==> src/rtl/controlador_interrupcao.sv <==
// Interrupt controller: periodic timer plus edge-triggered external sources,
// with mask, fixed priority, cause register and saved return address.
module controlador_interrupcao #(
  parameter int NUM_FONTES  = 2,
  parameter int PC_WIDTH    = 11,
  parameter int TIMER_WIDTH = 16,
  parameter int CAUSA_WIDTH = 32,
  parameter int VETOR       = 0
) (
  input  logic                   Clock,
  input  logic                   Reset,
  input  logic [NUM_FONTES-1:0]  Fontes,
  input  logic                   SetTimer,
  input  logic [TIMER_WIDTH-1:0] TempoQuantum,
  input  logic                   EscreveMascara,
  input  logic [NUM_FONTES:0]    MascaraIn,
  input  logic [PC_WIDTH-1:0]    PCAtual,
  input  logic                   Reconhece,
  input  logic                   Retorno,
  output logic                   Desvio,
  output logic [PC_WIDTH-1:0]    EnderecoDesvio,
  output logic [CAUSA_WIDTH-1:0] Causa,
  output logic [PC_WIDTH-1:0]    PCSalvo,
  output logic                   EmServico,
  output logic [NUM_FONTES:0]    Pendentes
);

  localparam int N  = NUM_FONTES + 1;
  localparam int IW = $clog2(N + 1);

  logic [N-1:0]           mascara;
  logic [NUM_FONTES-1:0]  fontesAnt;
  logic [TIMER_WIDTH-1:0] periodo;
  logic [TIMER_WIDTH-1:0] contador;

  logic [N-1:0]  elegiveis;
  logic [N-1:0]  vencedor;
  logic [N-1:0]  novos;
  logic [IW-1:0] codigo;
  logic          rodando;
  logic          tick;

  assign rodando   = (periodo != '0);
  assign tick      = rodando && !SetTimer &&
                     (contador == TIMER_WIDTH'(1));
  assign novos     = {Fontes & ~fontesAnt, tick};
  assign elegiveis = Pendentes & mascara;
  assign Desvio    = ~EmServico & (|elegiveis);
  assign EnderecoDesvio = PC_WIDTH'(VETOR);

  // Ascending scan: the last hit is the highest index, which wins.
  always_comb begin
    vencedor = '0;
    codigo   = '0;
    for (int i = 0; i < N; i++) begin
      if (elegiveis[i]) begin
        vencedor    = '0;
        vencedor[i] = 1'b1;
        codigo      = IW'(i + 1);
      end
    end
  end

  always_ff @(posedge Clock or negedge Reset) begin
    if (!Reset) begin
      mascara   <= '1;
      fontesAnt <= '0;
      periodo   <= '0;
      contador  <= '0;
      Pendentes <= '0;
      Causa     <= '0;
      PCSalvo   <= '0;
      EmServico <= 1'b0;
    end else begin
      fontesAnt <= Fontes;

      if (SetTimer) begin
        periodo  <= TempoQuantum;
        contador <= TempoQuantum;
      end else if (rodando) begin
        if (contador == TIMER_WIDTH'(1))
          contador <= periodo;
        else
          contador <= contador - TIMER_WIDTH'(1);
      end

      if (EscreveMascara)
        mascara <= MascaraIn;

      // A new event on the bit being dispatched keeps it pending.
      Pendentes <= (Pendentes & ~(Desvio ? vencedor : '0)) | novos;

      if (Desvio) begin
        EmServico <= 1'b1;
        PCSalvo   <= PCAtual;
        Causa     <= CAUSA_WIDTH'(codigo);
      end else begin
        if (Retorno)
          EmServico <= 1'b0;
        if (Reconhece)
          Causa <= '0;
      end
    end
  end

endmodule

==> config.mk <==
export PLATFORM = sky130hd
export DESIGN_NAME = controlador_interrupcao
export DESIGN_NICKNAME = d
export VERILOG_FILES = /design/src/rtl/controlador_interrupcao.sv
export SDC_FILE = /design/constraint.sdc
export NUM_CORES = 1
export LEC_CHECK = 0
export CELL_PAD_IN_SITES_DETAIL_PLACEMENT = 0
export CELL_PAD_IN_SITES_GLOBAL_PLACEMENT = 1
export CORE_MARGIN = 2
export CORE_UTILIZATION = 30
export DETAILED_ROUTE_END_ITERATION = 8
export PLACE_DENSITY_LB_ADDON = 0.1
export SLEW_MARGIN = 10
export SYNTH_ARGS = -nofsm -noshare
export SYNTH_HDL_FRONTEND = slang
export SYNTH_SLANG_ARGS = --single-unit
==> constraint.sdc <==
create_clock -name Clock -period 2.5 [get_ports Clock]
set_input_delay 0.375 -clock Clock [delete_from_list [all_inputs] [get_ports Clock]]
set_output_delay 0.375 -clock Clock [all_outputs]
set_load 0.05 [all_outputs]
* After elaboration in Yosys (flattened, before gate mapping)
Index checks and enable logic that the tools add are counted.
Word-level totals: bits in registers 84, input bits 38, output and inout port bits 59, word-level logic and storage cells 40
Operators by class: add/sub/neg operators 1, equal/unequal tests 1, muxes and demuxes 14, bitwise logic cells 8, reductions and logical operators 8
Operator list (count):
- two-way mux 32 bit | 2
- two-way mux 16 bit | 3
- equality test 16 x 1 -> 1 bit, second input constant | 1
- nonzero test 16 bit | 1
- subtractor 16 x 1 -> 16 bit, second input constant | 1
- AND 3 bit | 2
- two-way mux 2 bit | 3
- two-way mux 3 bit | 2
- nonzero test 2 bit | 3
- two-way mux 1 bit | 4
- NOT 3 bit | 1
- OR 3 bit | 1
- OR reduction 3 bit | 1
- AND 2 bit | 1
- logical AND 1 bit | 2
- NOT 2 bit | 1
- AND 1 bit | 1
- logical NOT 1 bit | 1
- NOT 1 bit | 1

* Logic depth before layout (Yosys ltp)
Gate-level depths: netlist (run 1).
depth after elaboration 8, mapped depth 9, depth with buffers taken out 7

* Worst setup path after synthesis (run 1)
OpenSTA, ideal clock, no wires.
path type register to register, start register Pendentes[1], end register PCSalvo[3], arrival time 2.292 ns, required time 2.375 ns, setup slack 0.084 ns, cell stages (with the launch flop) 5, buffers on the path 1, clock period less this slack 2.416 ns, cell sequence dfrtp_1 -> a22oi_1 -> a21oi_1 -> clkbuf_1 -> mux2_2
Between the ends: longest elaborated chain between the ends 3
Ends and longest elaborated chain:
- start: declaration | line 25 | output logic [NUM_FONTES:0] Pendentes
- start signal: assignment | line 91 | Pendentes <= (Pendentes & ~(Desvio ? vencedor : '0)) | novos;
- AND 3 bit | line 47 | assign elegiveis = Pendentes & mascara;
- OR reduction 3 bit | line 48 | assign Desvio = ~EmServico & (|elegiveis);
- AND 1 bit | line 48
- named net Desvio | line 20 | output logic Desvio,
- end signal: assignment | line 95 | PCSalvo <= PCAtual;
- end: declaration | line 23 | output logic [PC_WIDTH-1:0] PCSalvo,
The timed path passes the listed nets, and every way through them passes these cells. A chain may end at the register's enable or synchronous reset.

* Final worst setup path (run 1)
start register contador[9], end register contador[12]
Between the ends: longest elaborated chain between the ends 4
Ends and longest elaborated chain:
- start: declaration | line 34 | logic [TIMER_WIDTH-1:0] contador;
- start signal: assignment | line 79 | contador <= TempoQuantum;
- start signal: assignment | line 82 | contador <= periodo;
- start signal: assignment | line 84 | contador <= contador - TIMER_WIDTH'(1);
- subtractor 16 x 1 -> 16 bit or equality test 16 x 1 -> 1 bit (tied branches) | line 84, 81
- two-way mux 16 bit (*) | line 81 | if (contador == TIMER_WIDTH'(1))
- two-way mux 16 bit (*) | line 80 | end else if (rodando) begin
- two-way mux 16 bit (*) | line 77 | if (SetTimer) begin
Mark *: on every way between the ends. The rest lies on a longest branch, timed or not. The select of a mux whose other input is x is not followed.

==> results of run 1 <==
-- power by group through the flow --
stage | clock [W] | sequential (W) | combinational [W]
after floorplan | 0 | 0.00163 | 0.000542
after global placement | 0 | 0.00122 | 0.00139
after detailed placement | 0 | 0.00122 | 0.00140
after CTS | 0.000566 | 0.00120 | 0.00140
after global routing | 0.000598 | 0.00123 | 0.00148
final | 0.000538 | 0.00120 | 0.00139
-- Yosys cell counts (all sizes together), types with 2 or more instances --
cell type and instances:
mux2 20, o311ai 3, a221oi 6, inv 15, nor3 10, ha 2, buf 44, a22o 2
a31oi 3, nor2 14, nand4 3, or4 2, a211oi 2, dfstp 3, o2bb2ai 2, a21o 4
a221o 2, nand2 25, nand3b 2, a21oi 12, clkbuf 8, o21ai 35, nor4 9, dfrtp 51
-- worst register-to-register path, delay by kind of cell, from the launching register on --
kind,cells,cell delay (ps)
and+or+nand+nor,2,1320
DFF,1,440
AOI/OAI and AO/OA,2,420
-- stage by stage --
step / total power, W / hold slack [ps] / util [%] / cell area, µm² / setup WS (ps)
6_report: 0.00312 / 63.1 / 38.4 / 3710 / 206
5_1_grt: 0.00330 / 103 / 38.4 / 3710 / 3.06
4_1_cts: 0.00316 / 88.3 / 38.4 / 3710 / 204
3_5_place_dp: 0.00261 / 413 / 37.4 / 3610 / 231
3_3_place_gp: 0.00261 / 410 / 37.4 / 3610 / 226
2_1_floorplan: 0.00218 / 79.4 / - / 3100 / 83.6
-- logic make-up (layout without fill, tap and decap cells) --
logic type	count (synthesis)	in the layout	synth area share (%)
AOI/OAI and AO/OA	79	79	18.2
and+or+nand+nor	74	74	12.8
buffers and inverters	67	96	14.1
DFF	54	54	46.0
muxes	20	20	7.65
adders and majority gates	2	2	0.849
other	1	41	0.127
xor gates and xnor gates	1	1	0.297
-- layer usage --
| metal | up-vias | share of wire [%] |
|---|---|---|
| met3 | 11 | 6.5 |
| met4 | 0 | 1.3 |
| li1 | 1125 | - |
| met5 | - | 0 |
| met2 | 63 | 46 |
| met1 | 1082 | 46 |
-- final cells by class --
type	count	area share [%]
clock buffers	6	2.23
multi-input cells	217	35.8
well taps	133	4.49
inverters	15	1.52
clock inverters	2	0.473
repair buffers	73	19.0
flip-flops and latches	54	36.6
-- sequential cells by signal, summed over array words and instances (netlist names) --
register	flops
Pendentes	3
Causa	2
mascara	3
contador	16
periodo	16
EmServico	1
PCSalvo	11
fontesAnt	2
-- how the worst min path moves through the flow --
stage | from | endpoint | cells after the start
2_1_floorplan | Reset | Causa[0]$_DFFE_PN0P_ | 0
3_3_place_gp | fontesAnt[1]$_DFF_PN0_ | Pendentes[2]$_DFF_PN0_ | 1
3_5_place_dp | fontesAnt[1]$_DFF_PN0_ | Pendentes[2]$_DFF_PN0_ | 1
4_1_cts | Reset | PCSalvo[2]$_DFFE_PN0P_ | 1
5_1_grt | Reset | PCSalvo[4]$_DFFE_PN0P_ | 1
6_report | Reset | Causa[0]$_DFFE_PN0P_ | 1
==> impl.org, run 1 <==
** Critical path
- The critical path runs through a total of 4 cells.
- CP Capture Point :: contador[12]$_DFFE_PN0P_
- Data required, critical path :: 2690 ps
- STA classifies the critical path endpoint as a flop.
- The number of buffers and inverters on the critical path is 0.
- The kind of cell with the highest combined delay along the critical path is simple AND/OR/NAND/NOR gates.
- R2r endpoint :: contador[12]$_DFFE_PN0P_
- Critical R2R Launch :: contador[9]$_DFFE_PN0P_
- Launching element of the worst setup path :: contador[9]$_DFFE_PN0P_
- Walking the worst path, the cells encountered are or4_1 > nor3_1 > a21oi_1 > o21bai_1.
- The worst register-to-register path has a depth of 4.
- Critical Path Slowest Stage Cell :: sky130_fd_sc_hd__or4_1
- The worst setup path is of the flop to flop kind.
- Data on the critical path arrives at its endpoint at 2490 ps.
- Startpoint class of the critical path :: flop
- Along the worst path, the maximum fanout reaches 6.
- Worst path max stage delay :: around 680 ps
- Reg-to-reg setup timing slack :: roughly 210 ps

** STA
- Setup total negative slack on the finished layout was measured at 0 ps.
- Setup-violating endpoint count in the final report :: 0
- The final-report hold violation count came to 0.
- Highest achievable clock rate :: ~440 MHz
- Portion of the clock cycle consumed by the worst path in the final layout :: 91.8%
- Final worst path period need :: ~2300 ps
- Setup repair after global routing left no endpoint under its margin.
- Transition at the pin with the smallest max-transition slack :: between 700 and 800 ps
- The max-slew violation total from the final report was 0.
- Maximum clock skew at final layout :: 7.63 ps
- Max-Slew Margin vs Limit :: a little over half

** Yosys
- Summing every instance area after synthesis gives 0.00295 mm².
- Proportion of synthesized chip area in sequential cells :: between 40 and 50%
- After synthesis, the netlist uses 50 different library cells.
- In this run, synthesis inferred 0 flip-flops with an integrated enable.
- After synthesis, the share of flip-flops with an asynchronous set or reset is between 90% and 100%.
- Average cell area after synthesis :: 9.88 µm²
- In the synthesized netlist the dominant register cell turns out to be sky130_fd_sc_hd__dfrtp_1.
- Cell taking the most area after synthesis :: sky130_fd_sc_hd__dfrtp_1
- Sorting the synthesized cells by area gives the leading types as sky130_fd_sc_hd__dfrtp_1 43%, sky130_fd_sc_hd__buf_4 10%, sky130_fd_sc_hd__mux2_2 7.6%, sky130_fd_sc_hd__o21ai_0 5.8%, sky130_fd_sc_hd__nand2_1 3.2%.
- The synthesized design contains 54 register bits.
- Area share of the largest cell type after synthesis :: 43.3%
- Counting every instance in the synthesized netlist gives between 200 and 300.
- Warnings from Yosys :: 0

** Power and ir drop
- Cell internal power was estimated by the tool at ~0.0018 W.
- The clock network is responsible for about 17% of the overall power.
- VDD sags by at most ~0.00031 V.
- Leakage power summed over all cells :: between 1.5 and 2 nW
- In this run, flip-flops and latches consume a little under two fifths of the power.
- Logic gate share of total power :: roughly 44%
- In this run the power density over the cells is about 840 mW/mm².
- In this run the power spent charging and discharging nets is around 0.0013 W.
- Net Sw Frac :: 42.5%

** GRT
- In the global route stage, met3 resource usage came out at 3.25%.
- First-pass GRT wire length :: roughly 12000 µm
- Vias in the first global route :: 2204
- Global routing used 18.3% of the available met1 tracks.
- Pin count of the biggest net entering global routing :: 31
- Global routing used between 20% and 30% of the available met2 tracks.
- Summed over all layers, the global routing overflow is 0.
- The number of antenna violations at the first check in global routing was 0.
- GR peak layer :: met2
- Across every metal layer, demand over resource in global routing totals between 10% and 20%.

** Placement
- In this run, placement finished with an instance count of 492.
- Detailed placement HPWL :: 5460 µm
- The congestion estimate from routability-driven global placement came to between 0.8 and 0.9.
- Input and output buffers added on the ports amount to 55.

** Clock tree
- The later pin in the worst-skew pair is clocked with a latency of a little over 300 ps.
- Count of buffers added by post-CTS timing repair for setup :: 0
- H-tree Lvls :: 2
- TritonCTS built the clock tree.
- The tree is rooted in a sky130_fd_sc_hd__clkbuf_8.
- The longest clock path from root to sink contains 2 buffers.
- Quantity of gates resized following cts :: 0
- CTS buffer count :: 5
- After clock tree synthesis, the clock-pin slew on the worst setup and hold paths is ~100 ps.
- Buffers inserted to repair hold after CTS numbered 0.
- Number of sinks driven by the clock tree :: between 50 and 60

** Floorplanning
- Die width :: between 100 and 150 µm
- The die covers 0.0106 mm².
- The floorplan step set the die height to just over 100 µm.
- Core outline area :: between 0.009 and 0.01 mm²
- Starting density of the core :: a little under a third
- Total I/O pin count :: 97
- Number of cell rows :: 36

** Finish
- Layout Area Growth over Synthesis :: 25.8%
- Final net count :: around 400
- Antenna fix cells :: 0
- Share of layout cells above drive strength 1 :: between 10% and 20%
- Multi-input gate area in the final layout :: approximately 0.0013 mm²
- Top library cells by usage in the layout, fill and taps aside :: 53 x sky130_fd_sc_hd__clkdlybuf4s50_1, 51 x sky130_fd_sc_hd__dfrtp_1, 41 x sky130_fd_sc_hd__conb_1
- Most common cell after layout, fill and taps aside :: sky130_fd_sc_hd__clkdlybuf4s50_1
- Across the whole layout, storage elements account for 0.00136 mm².
- Non-Filler Instances :: 500
- Counting the fill cells in the layout gives 1016.

** Routing
- Via Count :: 2281
- Wire length per cell :: 14.6 µm
- Number of optimization iterations in the first detailed-route pass :: 5
- Dividing the detail-routed via count by the number of cells gives 4.56.
- Detailed Route WL :: roughly 7300 µm
- Number of remaining DRC errors :: 0
- DR iter-0 viols :: between 60 and 70
- Antenna viol nets, final :: 0

** Min path
- HP Class :: primary input to async pin

** Run status
- The run finished with clean final reports.

** Run
- The tool flagged a number of max-cap violations equal to 0.
Note: power is estimated with default switching activity, not from simulation.
==> run 2: changes to the inputs <==
--- a/config.mk
+++ b/config.mk
@@ -11,7 +11,7 @@
 export CORE_UTILIZATION = 30
 export DETAILED_ROUTE_END_ITERATION = 8
 export PLACE_DENSITY_LB_ADDON = 0.1
-export SLEW_MARGIN = 10
+export SLEW_MARGIN = 5
 export SYNTH_ARGS = -nofsm -noshare
 export SYNTH_HDL_FRONTEND = slang
 export SYNTH_SLANG_ARGS = --single-unit
==> results of run 2 <==
No change in the layout: final DEF, timing and power equal those of run 1.
